<file path="config.mk">
export PLATFORM = sky130hd
export DESIGN_NAME = mem_arbiter_flat
export DESIGN_NICKNAME = d
export VERILOG_FILES = /design/src/rtl/mem_arb_pkg.sv /design/src/rtl/mem_arbiter_if.sv /design/src/rtl/rr_arb2.sv /design/src/rtl/mem_arbiter.sv /design/src/flat_wrapper.sv
export SDC_FILE = /design/constraint.sdc
export NUM_CORES = 1
export LEC_CHECK = 0
export ABC_AREA = 1
export CAP_MARGIN = 20
export CORE_AREA = 3 3 104 106
export DETAILED_ROUTE_END_ITERATION = 16
export DIE_AREA = 0 0 107 109
export DONT_BUFFER_PORTS = 1
export GPL_ROUTABILITY_DRIVEN = 0
export SETUP_SLACK_MARGIN = 0.1
export SLEW_MARGIN = 30
export SYNTH_ARGS = -nofsm -noshare
export SYNTH_HDL_FRONTEND = slang
export SYNTH_SLANG_ARGS = --single-unit
</file>
<file path="constraint.sdc">
create_clock -name clock -period 4.3 [get_ports clock]
set_clock_uncertainty 0.2 [all_clocks]
set_input_delay 1.075 -clock clock [delete_from_list [all_inputs] [get_ports clock]]
set_output_delay 1.075 -clock clock [all_outputs]
set_load 0.02 [all_outputs]
</file>
<file path="src/rtl/mem_arb_pkg.sv">
// Shared types and constants for the two-port RAM arbiter.
package mem_arb_pkg;

  typedef enum logic [1:0] {
    IDLE   = 2'd0,
    ACCESS = 2'd1,
    RDWAIT = 2'd2,
    RESP   = 2'd3
  } arb_state_t;

  localparam logic MEM_READ  = 1'b0;
  localparam logic MEM_WRITE = 1'b1;

  localparam int ARB_RR    = 0;
  localparam int ARB_FIXED = 1;

endpackage

</file>
<file path="src/rtl/mem_arbiter_if.sv">
// Requester-side handshake bundle for both arbiter ports plus shared read data.
interface mem_arbiter_if #(
  parameter int ADDR_W = 32,
  parameter int DATA_W = 32
);

  logic              p0_req;
  logic              p0_we;
  logic [ADDR_W-1:0] p0_addr;
  logic [DATA_W-1:0] p0_wdata;
  logic              p0_gnt;
  logic              p0_rvalid;

  logic              p1_req;
  logic              p1_we;
  logic [ADDR_W-1:0] p1_addr;
  logic [DATA_W-1:0] p1_wdata;
  logic              p1_gnt;
  logic              p1_rvalid;

  logic [DATA_W-1:0] rdata;
  logic              busy;

  modport master (
    output p0_req, p0_we, p0_addr, p0_wdata,
    output p1_req, p1_we, p1_addr, p1_wdata,
    input  p0_gnt, p0_rvalid, p1_gnt, p1_rvalid, rdata, busy
  );

  modport slave (
    input  p0_req, p0_we, p0_addr, p0_wdata,
    input  p1_req, p1_we, p1_addr, p1_wdata,
    output p0_gnt, p0_rvalid, p1_gnt, p1_rvalid, rdata, busy
  );

endinterface

</file>
<file path="src/rtl/rr_arb2.sv">
// Combinational 2-way picker: round-robin on a preferred-port pointer, or fixed priority to port 0.
module rr_arb2 (
  input  logic [1:0] req,
  input  logic       ptr,
  input  logic       mode,
  output logic [1:0] gnt
);

  // ptr names the port that wins the next tie; mode=1 pins ties to port 0
  always_comb begin
    gnt = req;
    if (req == 2'b11) begin
      if (mode || !ptr) gnt = 2'b01;
      else              gnt = 2'b10;
    end
  end

endmodule

</file>
<file path="src/rtl/mem_arbiter.sv">
// Serialises two requesters onto one synchronous RAM port and returns read data per port.
//
// state  | meaning
// IDLE   | sample requests, grant winner
// ACCESS | mem_enable high for this one cycle
// RDWAIT | read only: RAM is updating MBR_in
// RESP   | capture MBR_in into rdata, pulse owner's rvalid
module mem_arbiter
  import mem_arb_pkg::*;
#(
  parameter int ADDR_W   = 32,
  parameter int DATA_W   = 32,
  parameter int ARB_MODE = ARB_RR
) (
  input  logic              clock,
  input  logic              reset,
  mem_arbiter_if.slave      bus,
  output logic [ADDR_W-1:0] MAR,
  output logic [DATA_W-1:0] MBR_out,
  input  logic [DATA_W-1:0] MBR_in,
  output logic              mem_enable,
  output logic              mem_op
);

  arb_state_t state;
  logic       ptr;
  logic       owner;
  logic [1:0] pick;

  rr_arb2 u_pick (
    .req  ({bus.p1_req, bus.p0_req}),
    .ptr  (ptr),
    .mode (ARB_MODE == ARB_FIXED),
    .gnt  (pick)
  );

  always_ff @(posedge clock) begin
    if (!reset) begin
      state         <= IDLE;
      ptr           <= 1'b0;
      owner         <= 1'b0;
      MAR           <= '0;
      MBR_out       <= '0;
      mem_op        <= MEM_READ;
      mem_enable    <= 1'b0;
      bus.rdata     <= '0;
      bus.p0_gnt    <= 1'b0;
      bus.p1_gnt    <= 1'b0;
      bus.p0_rvalid <= 1'b0;
      bus.p1_rvalid <= 1'b0;
      bus.busy      <= 1'b0;
    end else begin
      bus.p0_gnt    <= 1'b0;
      bus.p1_gnt    <= 1'b0;
      bus.p0_rvalid <= 1'b0;
      bus.p1_rvalid <= 1'b0;
      mem_enable    <= 1'b0;
      case (state)
        IDLE: begin
          if (pick != 2'b00) begin
            owner      <= pick[1];
            ptr        <= pick[0];  // the port not granted wins the next tie
            MAR        <= pick[1] ? bus.p1_addr  : bus.p0_addr;
            MBR_out    <= pick[1] ? bus.p1_wdata : bus.p0_wdata;
            mem_op     <= pick[1] ? bus.p1_we    : bus.p0_we;
            bus.p0_gnt <= pick[0];
            bus.p1_gnt <= pick[1];
            mem_enable <= 1'b1;
            bus.busy   <= 1'b1;
            state      <= ACCESS;
          end
        end
        ACCESS: begin
          if (mem_op == MEM_WRITE) begin
            state    <= IDLE;
            bus.busy <= 1'b0;
          end else begin
            state <= RDWAIT;
          end
        end
        RDWAIT: state <= RESP;
        RESP: begin
          bus.rdata     <= MBR_in;
          bus.p0_rvalid <= ~owner;
          bus.p1_rvalid <= owner;
          bus.busy      <= 1'b0;
          state         <= IDLE;
        end
        default: begin
          state    <= IDLE;
          bus.busy <= 1'b0;
        end
      endcase
    end
  end

endmodule

</file>
<file path="src/flat_wrapper.sv">
// flat-port wrapper written by rule: the top's interface ports become plain ports
module mem_arbiter_flat import mem_arb_pkg::*;
#(
  parameter int ADDR_W   = 32,
  parameter int DATA_W   = 32,
  parameter int ARB_MODE = ARB_RR
)
  (clock, reset, MAR, MBR_out, MBR_in, mem_enable, mem_op, bus_p0_req, bus_p0_we, bus_p0_addr, bus_p0_wdata, bus_p1_req, bus_p1_we, bus_p1_addr, bus_p1_wdata, bus_p0_gnt, bus_p0_rvalid, bus_p1_gnt, bus_p1_rvalid, bus_rdata, bus_busy);
  mem_arbiter_if #(.ADDR_W(ADDR_W), .DATA_W(DATA_W)) bus_i ();
  input  logic clock;
  input  logic reset;
  output logic [ADDR_W-1:0] MAR;
  output logic [DATA_W-1:0] MBR_out;
  input  logic [DATA_W-1:0] MBR_in;
  output logic mem_enable;
  output logic mem_op;
  input wire logic [$bits(bus_i.p0_req)-1:0] bus_p0_req;
  input wire logic [$bits(bus_i.p0_we)-1:0] bus_p0_we;
  input wire logic [$bits(bus_i.p0_addr)-1:0] bus_p0_addr;
  input wire logic [$bits(bus_i.p0_wdata)-1:0] bus_p0_wdata;
  input wire logic [$bits(bus_i.p1_req)-1:0] bus_p1_req;
  input wire logic [$bits(bus_i.p1_we)-1:0] bus_p1_we;
  input wire logic [$bits(bus_i.p1_addr)-1:0] bus_p1_addr;
  input wire logic [$bits(bus_i.p1_wdata)-1:0] bus_p1_wdata;
  output wire logic [$bits(bus_i.p0_gnt)-1:0] bus_p0_gnt;
  output wire logic [$bits(bus_i.p0_rvalid)-1:0] bus_p0_rvalid;
  output wire logic [$bits(bus_i.p1_gnt)-1:0] bus_p1_gnt;
  output wire logic [$bits(bus_i.p1_rvalid)-1:0] bus_p1_rvalid;
  output wire logic [$bits(bus_i.rdata)-1:0] bus_rdata;
  output wire logic [$bits(bus_i.busy)-1:0] bus_busy;
  assign bus_i.p0_req = bus_p0_req;
  assign bus_i.p0_we = bus_p0_we;
  assign bus_i.p0_addr = bus_p0_addr;
  assign bus_i.p0_wdata = bus_p0_wdata;
  assign bus_i.p1_req = bus_p1_req;
  assign bus_i.p1_we = bus_p1_we;
  assign bus_i.p1_addr = bus_p1_addr;
  assign bus_i.p1_wdata = bus_p1_wdata;
  assign bus_p0_gnt = bus_i.p0_gnt;
  assign bus_p0_rvalid = bus_i.p0_rvalid;
  assign bus_p1_gnt = bus_i.p1_gnt;
  assign bus_p1_rvalid = bus_i.p1_rvalid;
  assign bus_rdata = bus_i.rdata;
  assign bus_busy = bus_i.busy;
  mem_arbiter #(.ADDR_W(ADDR_W), .DATA_W(DATA_W), .ARB_MODE(ARB_MODE)) u_core (.clock(clock), .reset(reset), .bus(bus_i), .MAR(MAR), .MBR_out(MBR_out), .MBR_in(MBR_in), .mem_enable(mem_enable), .mem_op(mem_op));
endmodule
</file>
==> Implementation_results.wiki <==
{| class="wikitable"
! Metric !! Value
|-
| Status || finished, final reports clean
|-
| Wire length of the first global-routing pass || 18,900 um
|-
| Total number of vias || 3,687
|-
| Cells along the critical path || inv_1 -> nand2_1 -> a21oi_4 -> buf_4 -> nand2_1 -> nand3_2
|-
| Gate count of the mapped netlist || 557
|-
| Number of non-filler instances in the completed layout || 668
|-
| Internal power || 1.542 mW
|-
| Hold_sp || u_core.owner
|-
| Total wire length || 12,550 um
|-
| Crit path kind || primary input to flip-flop
|-
| Pin count of the biggest net entering global routing || between 90 and 100
|-
| Cell with the most instances on the worst path || nand2_1
|-
| Critical path buffers and inverters || 2
|-
| Critical Path Start Type || primary input
|-
| Clock-pin slew on the worst setup and hold paths || ~0.10 ns
|-
| Final Total Pwr || 2.432 mW
|-
| Tightest Pin Transition || 0.6721 ns
|-
| Overflow left after global routing || 0
|-
| Overall global routing resource usage || 0.2055
|-
| Clock tree from TritonCTS || yes
|-
| Number of antenna repair diodes || 0
|-
| Number of top-level pins || 269
|-
| Count of antenna-violating nets left after detailed routing || 0
|-
| CP Data Arrival Time || 2.41 ns
|-
| Proportion of synthesized chip area in sequential cells || 0.4411
|-
| Cell type with the largest total area after synthesis || dfxtp_1
|-
| EDFF count, synth || 0
|-
| Total negative setup slack || 0 ns
|-
| Async set-reset flop share out of synthesis || 0
|-
| Max_slew headroom || 0.5510
|-
| Area of the die || between 10,000 and 15,000 um^2
|-
| Final setup vio count || 0
|-
| Quantity of I/O buffers inserted on ports || 0
|-
| Share of post-route cells with drive strength above 1 || 0.2318
|-
| Post-route clock period utilization || 0.5360
|-
| Post-cts gate resize count || 0
|-
| Sw frac || 0.3660
|-
| Area share of the largest cell type after synthesis || 0.4411
|-
| Synth top area cells || dfxtp_1 (44%), nand3_2 (19%), nand3_1 (11%), nand2_1 (5.9%), nor2_1 (5.3%)
|-
| Initial DRT Pass Iterations || 4
|-
| Worst IR Drop VDD || 197.0 uV
|-
| Cell count after placement || 653
|-
| Post-layout net count || 702
|-
| Number of warnings reported in the yosys synthesis log || 0
|-
| DRC violations left || 0
|-
| Buffer levels on the longest clock path || 2
|-
| Minimum clock period after layout || 2.305 ns
|-
| Post-CTS repair timing setup buffer count || 0
|-
| Combinational share of power || 0.167
|-
| Synthesis-to-layout area growth || 2.319%
|-
| Vias per inst || 5.519
|-
| Number of cell rows || 36
|-
| Clock Root Buffer || clkbuf_8
|-
| Delay of the slowest cell on the worst path || 0.56 ns
|-
| Avg Cell Area, Syn || roughly 8.7 um^2
|-
| Worst Path Max Fanout || 25
|-
| Count of cell types in the netlist || 22
|-
| First DRT Iteration DRCs || 204
|-
| H-tree depth || 3
|-
| Crit path launch || bus_p1_req
|-
| Required @ worst endpoint || 4.41 ns
|-
| Vert. Die Dim || roughly 110 um
|-
| Cell leakage power || 2.071 nW
|-
| Detailed-route wire length per cell || between 15 and 20 um
|-
| Total clock sinks || 107
|-
| Number of antenna violations at the first check in global routing || 0
|-
| Number of hold buffers added after cts || 0
|-
| Final count of pins violating max slew || 0
|-
| Highest Clock Rate || 433.9 MHz
|-
| Via count of the first global-routing pass || 3,551
|-
| Netlist Area Pre-Place || 4856 um^2
|-
| Total power divided by cell area || 489.4 nW/um^2
|-
| Number of clock buffers inserted by TritonCTS || 9
|-
| Crit. End Element || flip-flop
|-
| Dominant delay contributor by cell family on the critical path || compound AO/OA/AOI/OAI gates
|-
| Flip-flop and latch count after synthesis || 107
|-
| Floorplan core area || 9864 um^2
|-
| Origin of the critical flop-to-flop path || u_core.state[0]
|-
| Number of violations of the max-capacitance limit || 0
|-
| Final hold violation count || 0
|-
| Post-synth top flop || dfxtp_1
|-
| Hold/Removal Path Class || flip-flop to flip-flop
|-
| Commonest cells in the netlist || dfxtp_1 (107), nand3_1 (103), nand3_2 (93)
|-
| Most used standard cell by instance count after synthesis || dfxtp_1
|-
| Fraction of power consumed by sequential logic || 0.579
|-
| Worst skew pair latency || roughly 0.35 ns
|-
| Setup repair after global routing missed its margin || false
|-
| Worst Hold Slack || around 0.23 ns
|-
| Initial core utilization || 0.4923
|-
| Highest-delay cell along the critical path || a21oi_4
|-
| Estimated wirelength of the detail-placed design || 9198 um
|-
| Proportion of power drawn by the clock network || 0.254
|-
| Switch Pwr || 0.8899 mW
|-
| Post-synthesis net count || 728
|-
| Width of the die || 107 um
|}
[final cells by class]
type,instances,area (um^2)
Clock buffer,9,123.9
Clock inverter,6,72.57
Fill cell,934,4896
Inverter,14,52.55
Multi-Input combinational cell,391,2326
Sequential cell,107,2142
Tap cell,133,166.4
Timing Repair Buffer,8,85.08
[worst reg2reg max path: stages (launching register included)]
cell     delay (ns)
dfxtp_1        0.45
inv_1          0.11
ha_1           0.30
a21oi_4        0.59
buf_4          0.40
nand2_1        0.11
nand3_2        0.07
[kinds of logic after synthesis]
family          Yosys count  share of synthesized area
buf+inv                  59                    0.08451
compound gates           40                    0.04355
fa+ha+maj                 5                    0.01288
flops                   107                     0.4411
simple gates            346                     0.4179
[through the flow]
| step | util | instance area, um^2 | worst slack (ns) |
|---|---|---|---|
| 4_1_cts | 0.5037 | 4969 | 1.836 |
| 3_5_place_dp | 0.4838 | 4772 | 1.611 |
| 5_1_grt | 0.5037 | 4969 | 1.828 |
| 6_report | 0.5037 | 4969 | 1.995 |
| 3_3_place_gp | 0.4838 | 4772 | 1.659 |
| 2_1_floorplan | - | 4856 | 2.177 |
[per-layer routing]
layer	vias up	part of all wire	GRT usage
li1	1814	-	-
met1	1674	0.37	0.2283
met2	184	0.50	0.3570
met3	15	0.11	0.08052
met4	0	0.018	0.07671
met5	-	0	0
[power groups by stage]
stage,clock network [mW],logic [mW],registers [mW]
6_report,0.617,0.407,1.41
5_1_grt,0.681,0.461,1.43
4_1_cts,0.637,0.411,1.41
3_5_place_dp,0,0.411,1.44
3_3_place_gp,0,0.393,1.44
2_1_floorplan,0,0.399,1.39
[layout by cell type (no fill, tap or decap)]
cell and count:
dfxtp_1 107, nand3_1 103, nand3_2 93, nand2_1 76, nor2_1 69, o21ai_0 33, inv_1 11, clkbuf_8 9
buf_4 6, ha_1 5, inv_2 3, a21oi_4 2, a21oi_1 2, o21ai_1 2, nor3_1 2, inv_6 2
clkinv_4 2, buf_12 2, nand2_4 1, nor2_4 1, o21ai_4 1, nand4_1 1, bufinv_16 1, clkinvlp_4 1
[worst paths after layout]
| path | end | cells after the start | slack [ns] |
|---|---|---|---|
| hold / removal | u_core.bus.p0_rvalid | 1 | 0.23 |
| setup reg to reg | u_core.MBR_out[25] | 6 | 2.03 |
| setup / recovery | u_core.MBR_out[25] | 6 | 2.00 |
| hold reg to reg | u_core.bus.p0_rvalid | 1 | 0.23 |
[sequential cells by signal (all words and copies together), names as in the netlist, named ones only]
signal and flops:
u_core.MAR 32, u_core.MBR_out 32, u_core.ptr 1, u_core.bus.p1_rvalid 1, u_core.bus.rdata 32, u_core.bus.busy 1, u_core.state 1, u_core.mem_enable 1
u_core.bus.p0_rvalid 1, u_core.owner 1, u_core.bus.p1_gnt 1, u_core.bus.p0_gnt 1, u_core.mem_op 1
Power figures use the tool's default switching activity.
